$ cat src/rtl/uart_cmd_pkg.sv
// uart_cmd_pkg: shared mode codes, frame sizing and controller states for the badge UART command initiator
package uart_cmd_pkg;
  localparam logic [7:0] MODE_SEND_TX        = 8'd64;
  localparam logic [7:0] MODE_SHOOTING_FLAGS = 8'd65;
  localparam logic [7:0] MODE_AES_KEY        = 8'd66;
  localparam logic [7:0] MODE_AES_PT         = 8'd67;
  localparam int DEF_MAX_PAYLOAD = 16;
  localparam int FRAME_BYTES_MAX = DEF_MAX_PAYLOAD + 2;
  typedef enum logic [2:0] {
    S_IDLE,
    S_LOAD,
    S_START,
    S_DATA,
    S_STOP,
    S_GAP,
    S_FIN
  } state_t;
endpackage

$ cat src/rtl/uart_byte_tx.sv
// uart_byte_tx: 8N1 byte serialiser with a 16x oversampled baud counter and a registered tx line
module uart_byte_tx #(
  parameter int BR_LIMIT = 672,
  parameter int BR_BITS  = 10
) (
  input  logic       clk,
  input  logic       reset_n,
  input  logic       en,
  input  logic       start,
  input  logic [7:0] data,
  output logic       bit_end,
  output logic [3:0] bit_idx,
  output logic       byte_done,
  output logic       tx
);
  logic [BR_BITS-1:0] br_cnt;
  logic [3:0] tick_cnt;
  logic [7:0] shreg;
  logic active;
  logic tick;
  logic cur_bit;
  assign tick = br_cnt == BR_BITS'(BR_LIMIT - 1);
  assign bit_end = tick && tick_cnt == 4'd15;
  assign byte_done = active && bit_end && bit_idx == 4'd9;
  assign cur_bit = bit_idx == 4'd0 ? 1'b0 : bit_idx == 4'd9 ? 1'b1 : shreg[0];
  // tx trails the bit counters by one clock, so every bit keeps its full width
  always_ff @(posedge clk or negedge reset_n)
    if (!reset_n) begin
      br_cnt   <= '0;
      tick_cnt <= '0;
      shreg    <= '0;
      bit_idx  <= '0;
      active   <= 1'b0;
      tx       <= 1'b1;
    end else begin
      br_cnt   <= (!en || tick) ? '0 : br_cnt + 1'b1;
      tick_cnt <= !en ? '0 : tick ? tick_cnt + 4'd1 : tick_cnt;
      tx       <= active ? cur_bit : 1'b1;
      if (start) begin
        shreg   <= data;
        bit_idx <= '0;
        active  <= 1'b1;
      end else if (active && bit_end) begin
        shreg   <= bit_idx == 4'd0 ? shreg : shreg >> 1;
        bit_idx <= byte_done ? 4'd0 : bit_idx + 4'd1;
        active  <= !byte_done;
      end
    end
endmodule

$ cat src/rtl/uart_cmd_tx.sv
// uart_cmd_tx: frames a command as mode, payload (highest byte first), mode and sends it 8N1 on tx
module uart_cmd_tx
  import uart_cmd_pkg::*;
#(
  parameter int MAX_PAYLOAD = DEF_MAX_PAYLOAD,
  parameter int BR_LIMIT    = 672,
  parameter int BR_BITS     = 10,
  parameter int GAP_BITS    = 2
) (
  input  logic                     clk,
  input  logic                     reset_n,
  input  logic                     cmd_valid,
  output logic                     cmd_ready,
  input  logic [7:0]               cmd_mode,
  input  logic [4:0]               cmd_len,
  input  logic [8*MAX_PAYLOAD-1:0] cmd_payload,
  output logic                     tx,
  output logic                     busy,
  output logic                     done,
  output logic                     err
);
  localparam int SW = $clog2(8 * MAX_PAYLOAD);
  state_t state, state_nxt;
  logic [7:0] mode_r;
  logic [4:0] len_r;
  logic [8*MAX_PAYLOAD-1:0] payload_r;
  logic [4:0] idx, idx_nxt, nxt;
  logic [7:0] gap_cnt;
  logic [SW-1:0] sel;
  logic [7:0] byte_data;
  logic [3:0] bit_idx;
  logic accept, bad_len, start, bit_end, byte_done;
  assign cmd_ready = state == S_IDLE && !done && !err;
  assign busy = state != S_IDLE;
  assign accept = cmd_valid && cmd_ready;
  assign bad_len = cmd_len == 5'd0 || int'(cmd_len) > MAX_PAYLOAD;
  // byte fed to the serialiser on a start strobe: mode at both ends, payload byte nxt in between
  assign nxt = idx - 5'd1;
  assign sel = SW'({nxt - 5'd1, 3'b000});
  assign byte_data = state == S_LOAD || nxt == 5'd0 ? mode_r : payload_r[sel +: 8];
  always_comb begin
    state_nxt = state;
    idx_nxt = idx;
    start = 1'b0;
    case (state)
      S_IDLE: state_nxt = accept && !bad_len ? S_LOAD : S_IDLE;
      S_LOAD: begin
        state_nxt = S_START;
        idx_nxt = len_r + 5'd1;
        start = 1'b1;
      end
      S_START: state_nxt = bit_end ? S_DATA : S_START;
      S_DATA: state_nxt = bit_end && bit_idx == 4'd8 ? S_STOP : S_DATA;
      S_STOP: if (byte_done) begin
        state_nxt = idx == 5'd0 ? S_GAP : S_START;
        idx_nxt = idx == 5'd0 ? idx : nxt;
        start = idx != 5'd0;
      end
      S_GAP: state_nxt = bit_end && gap_cnt == 8'(GAP_BITS - 1) ? S_FIN : S_GAP;
      S_FIN: state_nxt = S_IDLE;
      default: state_nxt = S_IDLE;
    endcase
  end
  always_ff @(posedge clk or negedge reset_n)
    if (!reset_n) begin
      state     <= S_IDLE;
      idx       <= '0;
      gap_cnt   <= '0;
      mode_r    <= '0;
      len_r     <= '0;
      payload_r <= '0;
      err       <= 1'b0;
      done      <= 1'b0;
    end else begin
      state   <= state_nxt;
      idx     <= idx_nxt;
      gap_cnt <= state != S_GAP ? '0 : gap_cnt + {7'd0, bit_end};
      err     <= accept && bad_len;
      done    <= state == S_FIN;
      if (accept) begin
        mode_r    <= cmd_mode;
        len_r     <= cmd_len;
        payload_r <= cmd_payload;
      end
    end
  uart_byte_tx #(
    .BR_LIMIT(BR_LIMIT),
    .BR_BITS (BR_BITS)
  ) u_byte (
    .clk      (clk),
    .reset_n  (reset_n),
    .en       (state != S_IDLE && state != S_LOAD),
    .start    (start),
    .data     (byte_data),
    .bit_end  (bit_end),
    .bit_idx  (bit_idx),
    .byte_done(byte_done),
    .tx       (tx)
  );
endmodule

$ cat config.mk
export PLATFORM = sky130hd
export DESIGN_NAME = uart_cmd_tx
export DESIGN_NICKNAME = d
export VERILOG_FILES = /design/src/rtl/uart_cmd_pkg.sv /design/src/rtl/uart_byte_tx.sv /design/src/rtl/uart_cmd_tx.sv
export SDC_FILE = /design/constraint.sdc
export NUM_CORES = 1
export LEC_CHECK = 0
export CAP_MARGIN = 20
export CORE_MARGIN = 1
export CORE_UTILIZATION = 45
export CTS_CLUSTER_SIZE = 12
export DETAILED_ROUTE_END_ITERATION = 8
export PLACE_DENSITY = 0.72
export SLEW_MARGIN = 10
export SYNTH_ARGS = -nofsm -noshare
export SYNTH_HDL_FRONTEND = slang
export SYNTH_SLANG_ARGS = --single-unit
$ cat constraint.sdc
create_clock -name clk -period 3 [get_ports clk]
set_input_delay 0.9 -clock clk [delete_from_list [all_inputs] [get_ports clk]]
set_output_delay 0.9 -clock clk [all_outputs]
set_load 0.01 [all_outputs]
### Yosys cells after proc, flatten, opt, wreduce, memory -nomap -nowiden

Index checks and enable logic that the tools add are counted.

| storage, ports and cells | value |
|---|---|
| flip-flop bits (word level) | 187 |
| bits of input ports | 144 |

| operators by class | value |
|---|---|
| add/subtract/negate cells | 7 |
| magnitude comparators | 1 |
| equality and inequality tests | 17 |
| shifts and indexed selects | 1 |
| mux-type cells | 28 |
| reductions and logical operators | 30 |

Operators by type and width:

| kind | count |
|---|---|
| $shiftx A128 B8 Y8 | 1 |
| $mux W8 | 5 |
| $mux W4 | 5 |
| $pmux W3 S6 | 1 |
| $logic_not A5 Y1 | 3 |
| $eq A4 B4 Y1 const B | 3 |
| $logic_and A1 B1 Y1 | 11 |
| $add A10 B1 Y10 const B | 1 |
| $eq A10 B10 Y1 const B | 1 |
| $mux W10 | 1 |
| $mux W5 | 2 |
| $pmux W5 S2 | 1 |
| $eq A3 B3 Y1 const B | 3 |
| $mux W3 | 3 |
| $add A4 B1 Y4 const B | 2 |
| $add A8 B1 Y8 | 1 |
| $eq A8 B1 Y1 const B | 1 |
| $mux W1 | 8 |
| $eq A3 B2 Y1 const B | 2 |
| $add A5 B1 Y5 const B | 1 |
| $gt A5 B5 Y1 const B | 1 |
| $logic_not A1 Y1 | 5 |
| $reduce_bool A5 Y1 | 1 |
| $sub A5 B1 Y5 const B | 1 |
| 15 further kinds | 20 |

### Depth between registers and ports, before layout

| depth | value |
|---|---|
| depth after elaboration | 8 |
| mapped depth | 12 |
| depth with buffers taken out | 8 |

### Cells and area by module

A second synthesis with hierarchy kept.

| unflattened totals | value |
|---|---|
| cell total of the unflattened synthesis | 647 |
| area, all modules | 9,277.6 um^2 |

By module, submodules not included:

| module | times used | cells each | area an instance (um^2) | seq. area each (um^2) |
|---|---|---|---|---|
| uart_cmd_tx | 1 | 495 | 7,825.0 | 3,978.8 |
| uart_byte_tx | 1 | 152 | 1,452.6 | 701.9 |

### Worst setup path before layout

Ideal clock, no wire load.

| timing | value |
|---|---|
| path kind | register to register |
| start | register idx[0] |
| end | register u_byte.shreg[5] |
| setup time | 0.118 ns |
| arrival | 3.037 ns |
| path slack | -0.155 ns |
| stages on the path, launching flop included | 13 |
| path buffers | 4 |
| path through | dfrtp_1 buf_4 buf_1 inv_1 ha_1 buf_2 and4_1 nor3_2 xor2_4 buf_8 mux2i_1 mux2i_1 a21o_1 |

| between the ends | value |
|---|---|
| word-level cells in the longest chain between the ends | 5 |
| elaborated cells between the ends (all ways) | 13 |
| those cells by class | add/sub: 2; eq/ne: 1; shift: 1; mux: 4; reduce/logical: 5 |

RTL lines:

| what | RTL line | RTL |
|---|---|---|
| from (decl) | uart_cmd_tx.sv:27 | `logic [4:0] idx, idx_nxt, nxt;` |
| from (signal assigned) | uart_cmd_tx.sv:76 | `idx <= idx_nxt;` |
| $sub A5 B1 Y5 or $reduce_bool A5 Y1 (tied branches) | uart_cmd_tx.sv:38, uart_cmd_tx.sv:57 |  |
| $sub A4 B1 Y4, or another cell as far along | uart_cmd_tx.sv:39 | `assign sel = SW'({nxt - 5'd1, 3'b000});` |
| $shiftx A128 B8 Y8, or another cell as far along | uart_cmd_tx.sv:40 | `assign byte_data = state == S_LOAD \|\| nxt == 5'd0 ? mode_r : payload_r[sel +: 8];` |
| $mux W8, or another cell as far along | uart_cmd_tx.sv:40 |  |
| $mux W8 or $reduce_and A2 Y1 (tied branches) | -- |  |
| to (signal assigned) | uart_byte_tx.sv:40 | `shreg <= data;` |
| to (signal assigned) | uart_byte_tx.sv:44 | `shreg <= bit_idx == 4'd0 ? shreg : shreg >> 1;` |
| to (decl) | uart_byte_tx.sv:18 | `logic [7:0] shreg;` |

Parallel ways exist; a longest one is shown, timed or not.
A chain may end at the register's enable or synchronous reset.

### Worst setup path after layout

| timing | value |
|---|---|
| start | register state[1] |
| end | output busy |

| between the ends | value |
|---|---|
| word-level cells in the longest chain between the ends | 1 |

RTL lines:

| what | RTL line | RTL |
|---|---|---|
| from (decl) | uart_cmd_tx.sv:23 | `state_t state, state_nxt;` |
| from (signal assigned) | uart_cmd_tx.sv:75 | `state <= state_nxt;` |
| $reduce_bool A3 Y1 | uart_cmd_tx.sv:34 | `assign busy = state != S_IDLE;` |
| to (decl) | uart_cmd_tx.sv:18 | `output logic busy,` |

Every way passes these cells.

==> results.py <==
metrics = {
    "run_status": {
        "status": "complete, no violations",
    },
    "finish": {
        "finish.utilization": 0.584,
        "num_antenna_cells": 0,
        "finalNonFillerCells": 1071,
        "num-nets-final": 949,
        "syn_to_final_growth_pct": 27.0,
        "layout-drive-gt1-share": 0.283,
    },
    "logic_synthesis": {
        "yosysTopAreaCell": "dfrtp_1",
        "ys_ff_latch": 187,
        "synth.avg_cell_area_um2": 13.9,
        "netlist_area_mm2": 0.00895,
        "synthTopCellsByArea": "dfrtp_1 52%, mux2_2 16%, mux4_2 8.1%",
        "yosysWarnings": 0,
        "synth_top_area_frac": 0.520,
        "synth_fp_nets": 799,
        "synth_edf_count": 0,
        "synthCells": 643,
        "synth_most_common_cell": "dfrtp_1",
        "synth_cell_types": 56,
        "yosys-top-cells-count": "186 x dfrtp_1, 130 x mux2_2, 40 x mux2i_1",
        "yosysSeqAreaShare": 0.523,
        "synth_top_flop_cell": "dfrtp_1",
        "synthArstFlopShare": 1.00,
    },
    "power_and_ir_drop": {
        "power_frac_comb": 0.431,
        "ir_worst_vdd_mv": 0.538,
        "p_int_mw": 7.65,
        "power.density_mw_per_mm2": 1010,
        "switchingPower_mw": 3.85,
        "p_seq_frac": 0.370,
        "clock_power_share": 0.199,
        "power_leakage_nw": 4.90,
        "swShare": 0.335,
    },
    "die": {
        "io_pins": 149,
        "core_mm2": 0.0195,
        "die_area_mm2": 0.0205,
        "initial_core_util": 0.460,
        "dieHeight_um": 143,
        "num_rows": 51,
        "die_w_um": 143,
    },
    "critical_path": {
        "slowest_delay_ps": 500,
        "worstPathCellList": "or3_1, clkdlybuf4s50_1",
        "crit_path_start_kind": "register",
        "worst-setup-path-type": "reg -> out",
        "cp_data_arrival_time_ps": 1820,
        "crit_family": "buffers and inverters",
        "crit_required_ps": 2100,
        "crit_fanout": 12,
        "cp-end-kind": "output pin",
        "path_buf_inv": 1,
        "crit_slowest_cell": "clkdlybuf4s50_1",
    },
    "detailed_routing": {
        "dr.pass1.iters": 4,
        "drtIter0Drc": 318,
        "num_vias": 5700,
        "wl_per_cell_um": 18.0,
        "vias_per_cell": 5.32,
        "post-route-drc-count": 0,
        "ant_nets": 0,
        "wl_um": 19300,
    },
    "placement": {
        "port_buffers": 148,
        "routabilityCongestion": 0.809,
        "dp_slack_ps": 356,
        "dp_cells": 1038,
        "dpl.hpwl_um": 14300,
    },
    "sta": {
        "hold_viol_final": 0,
        "rsz0062_at_grt": "false",
        "period_minus_slack_ps": 2720,
        "setup-tns-final_ps": 0,
        "max_freq_mhz": 367,
        "fin_ws_ps": 278,
        "slew_violations": 0,
        "setup_viol": 0,
        "fin_worst_skew_ps": 11.2,
        "fin_crit_sh": 0.907,
        "relSlewSlack": 0.525,
        "tightest_slew_ps": 713,
    },
    "worst_hold_path": {
        "hold_path_class": "in -> async",
    },
    "global_route": {
        "antenna_found_initial": 0,
        "overflow": 0,
        "grt_pass1_vias": 6058,
        "grt_usage": 0.202,
        "grt_max_degree": 74,
        "grt_pass1_wl_um": 31100,
    },
    "clocking": {
        "cts.clk_slew.worst_paths_ps": 70,
        "clock_latency_ps": 430,
        "cts_tree": "done",
        "root_buffer": "clkbuf_16",
        "cts_max_path_buffers": 2,
        "cts.sinks": 187,
        "numCtsBuffers": 17,
        "h-tree-depth": 4,
    },
    "job": {
        "max_cap_viol_count": 0,
    },
}
cells by family (layout without fill, tap and decap cells):
group | count (synthesis) | count (layout) | share of synthesized area
buf+inv | 44 | 207 | 0.0295
simple gates | 120 | 120 | 0.0689
flops | 187 | 187 | 0.523
fa+ha+maj | 12 | 12 | 0.0168
xor+xnor | 26 | 26 | 0.0275
compound gates | 41 | 41 | 0.0316
mux | 213 | 213 | 0.303
metal layers:
layer / vias to the layer above / wire length, um / global-route usage
met5: - / 0 / 0
met4: 0 / 195 / 0.0487
met3: 12 / 1380 / 0.0751
met2: 138 / 9950 / 0.344
met1: 2911 / 7810 / 0.242
li1: 2639 / - / -
flip-flops by register name (all words and copies together), names as in the netlist:
signal and flops:
gap_cnt 8, err 1, state 3, u_byte.bit_idx 4, u_byte.tx 1, u_byte.active 1, u_byte.tick_cnt 4, mode_r 8
len_r 5, u_byte.br_cnt 10, idx 5, u_byte.shreg 8, done 1, payload_r 128
power by group through the flow:
stage	clock [mW]	combinational, mW	sequential [mW]
after global routing	2.46	5.33	4.40
after detailed placement	0	4.99	4.30
after CTS	2.35	5.02	4.26
after floorplan	0	3.83	4.06
final	2.29	4.95	4.26
after global placement	0	4.83	4.21
per-stage QoR:
stage | hold slack (ps) | power [mW] | area, um2
final | 496 | 11.5 | 11400
after global routing | 513 | 12.2 | 11400
after CTS | 499 | 11.6 | 11400
after detailed placement | 480 | 9.28 | 10700
after global placement | 471 | 9.04 | 10700
after floorplan | 455 | 7.89 | 8950
worst paths after layout:
path / from / end / slack (ps) / cells past startpoint
min: reset_n / gap_cnt[4] / 500 / 1
max: state[1] / busy / 280 / 2
max in group asynchronous: reset_n / payload_r[109] / 1730 / 2
min reg2reg: payload_r[83] / payload_r[83] / 500 / 1
min in group clk: payload_r[83] / payload_r[83] / 500 / 1
max reg2reg: idx[0] / u_byte.shreg[5] / 340 / 9
cell usage in the layout (no fill, tap or decap), drive strengths merged, types with 9 or more instances in the layout:
cell             n
a21o             9
buf             17
clkbuf          19
clkdlybuf4s50  146
dfrtp          186
ha              12
inv             18
mux2           141
mux2i           40
mux4            32
nand2           27
nand3           19
nor2            38
o21ai           12
xnor2           14
xor2            12
layout make-up:
class	instances	area, um2
clock buffer	18	439
clock inverter	14	170
fill	1528	8100
inverter	10	37.5
multi-input combinational	412	4020
sequential	187	4680
tap	265	332
timing repair buffer	165	1690
worst register-to-register path: stages (launching register included):
cell and delay, ps:
dfrtp_2 450, inv_1 120, ha_1 290, and4bb_2 280, nor3_2 250, xor2_4 350, buf_4 280, mux2i_1 240
mux2i_1 90, a21o_1 180
timing repair:
action	CTS	global route
resized for setup	0	2
setup endpoints to repair	0	1
hold buffers	0	0
setup buffers	0	0
Note: power is estimated with default switching activity, not from simulation.
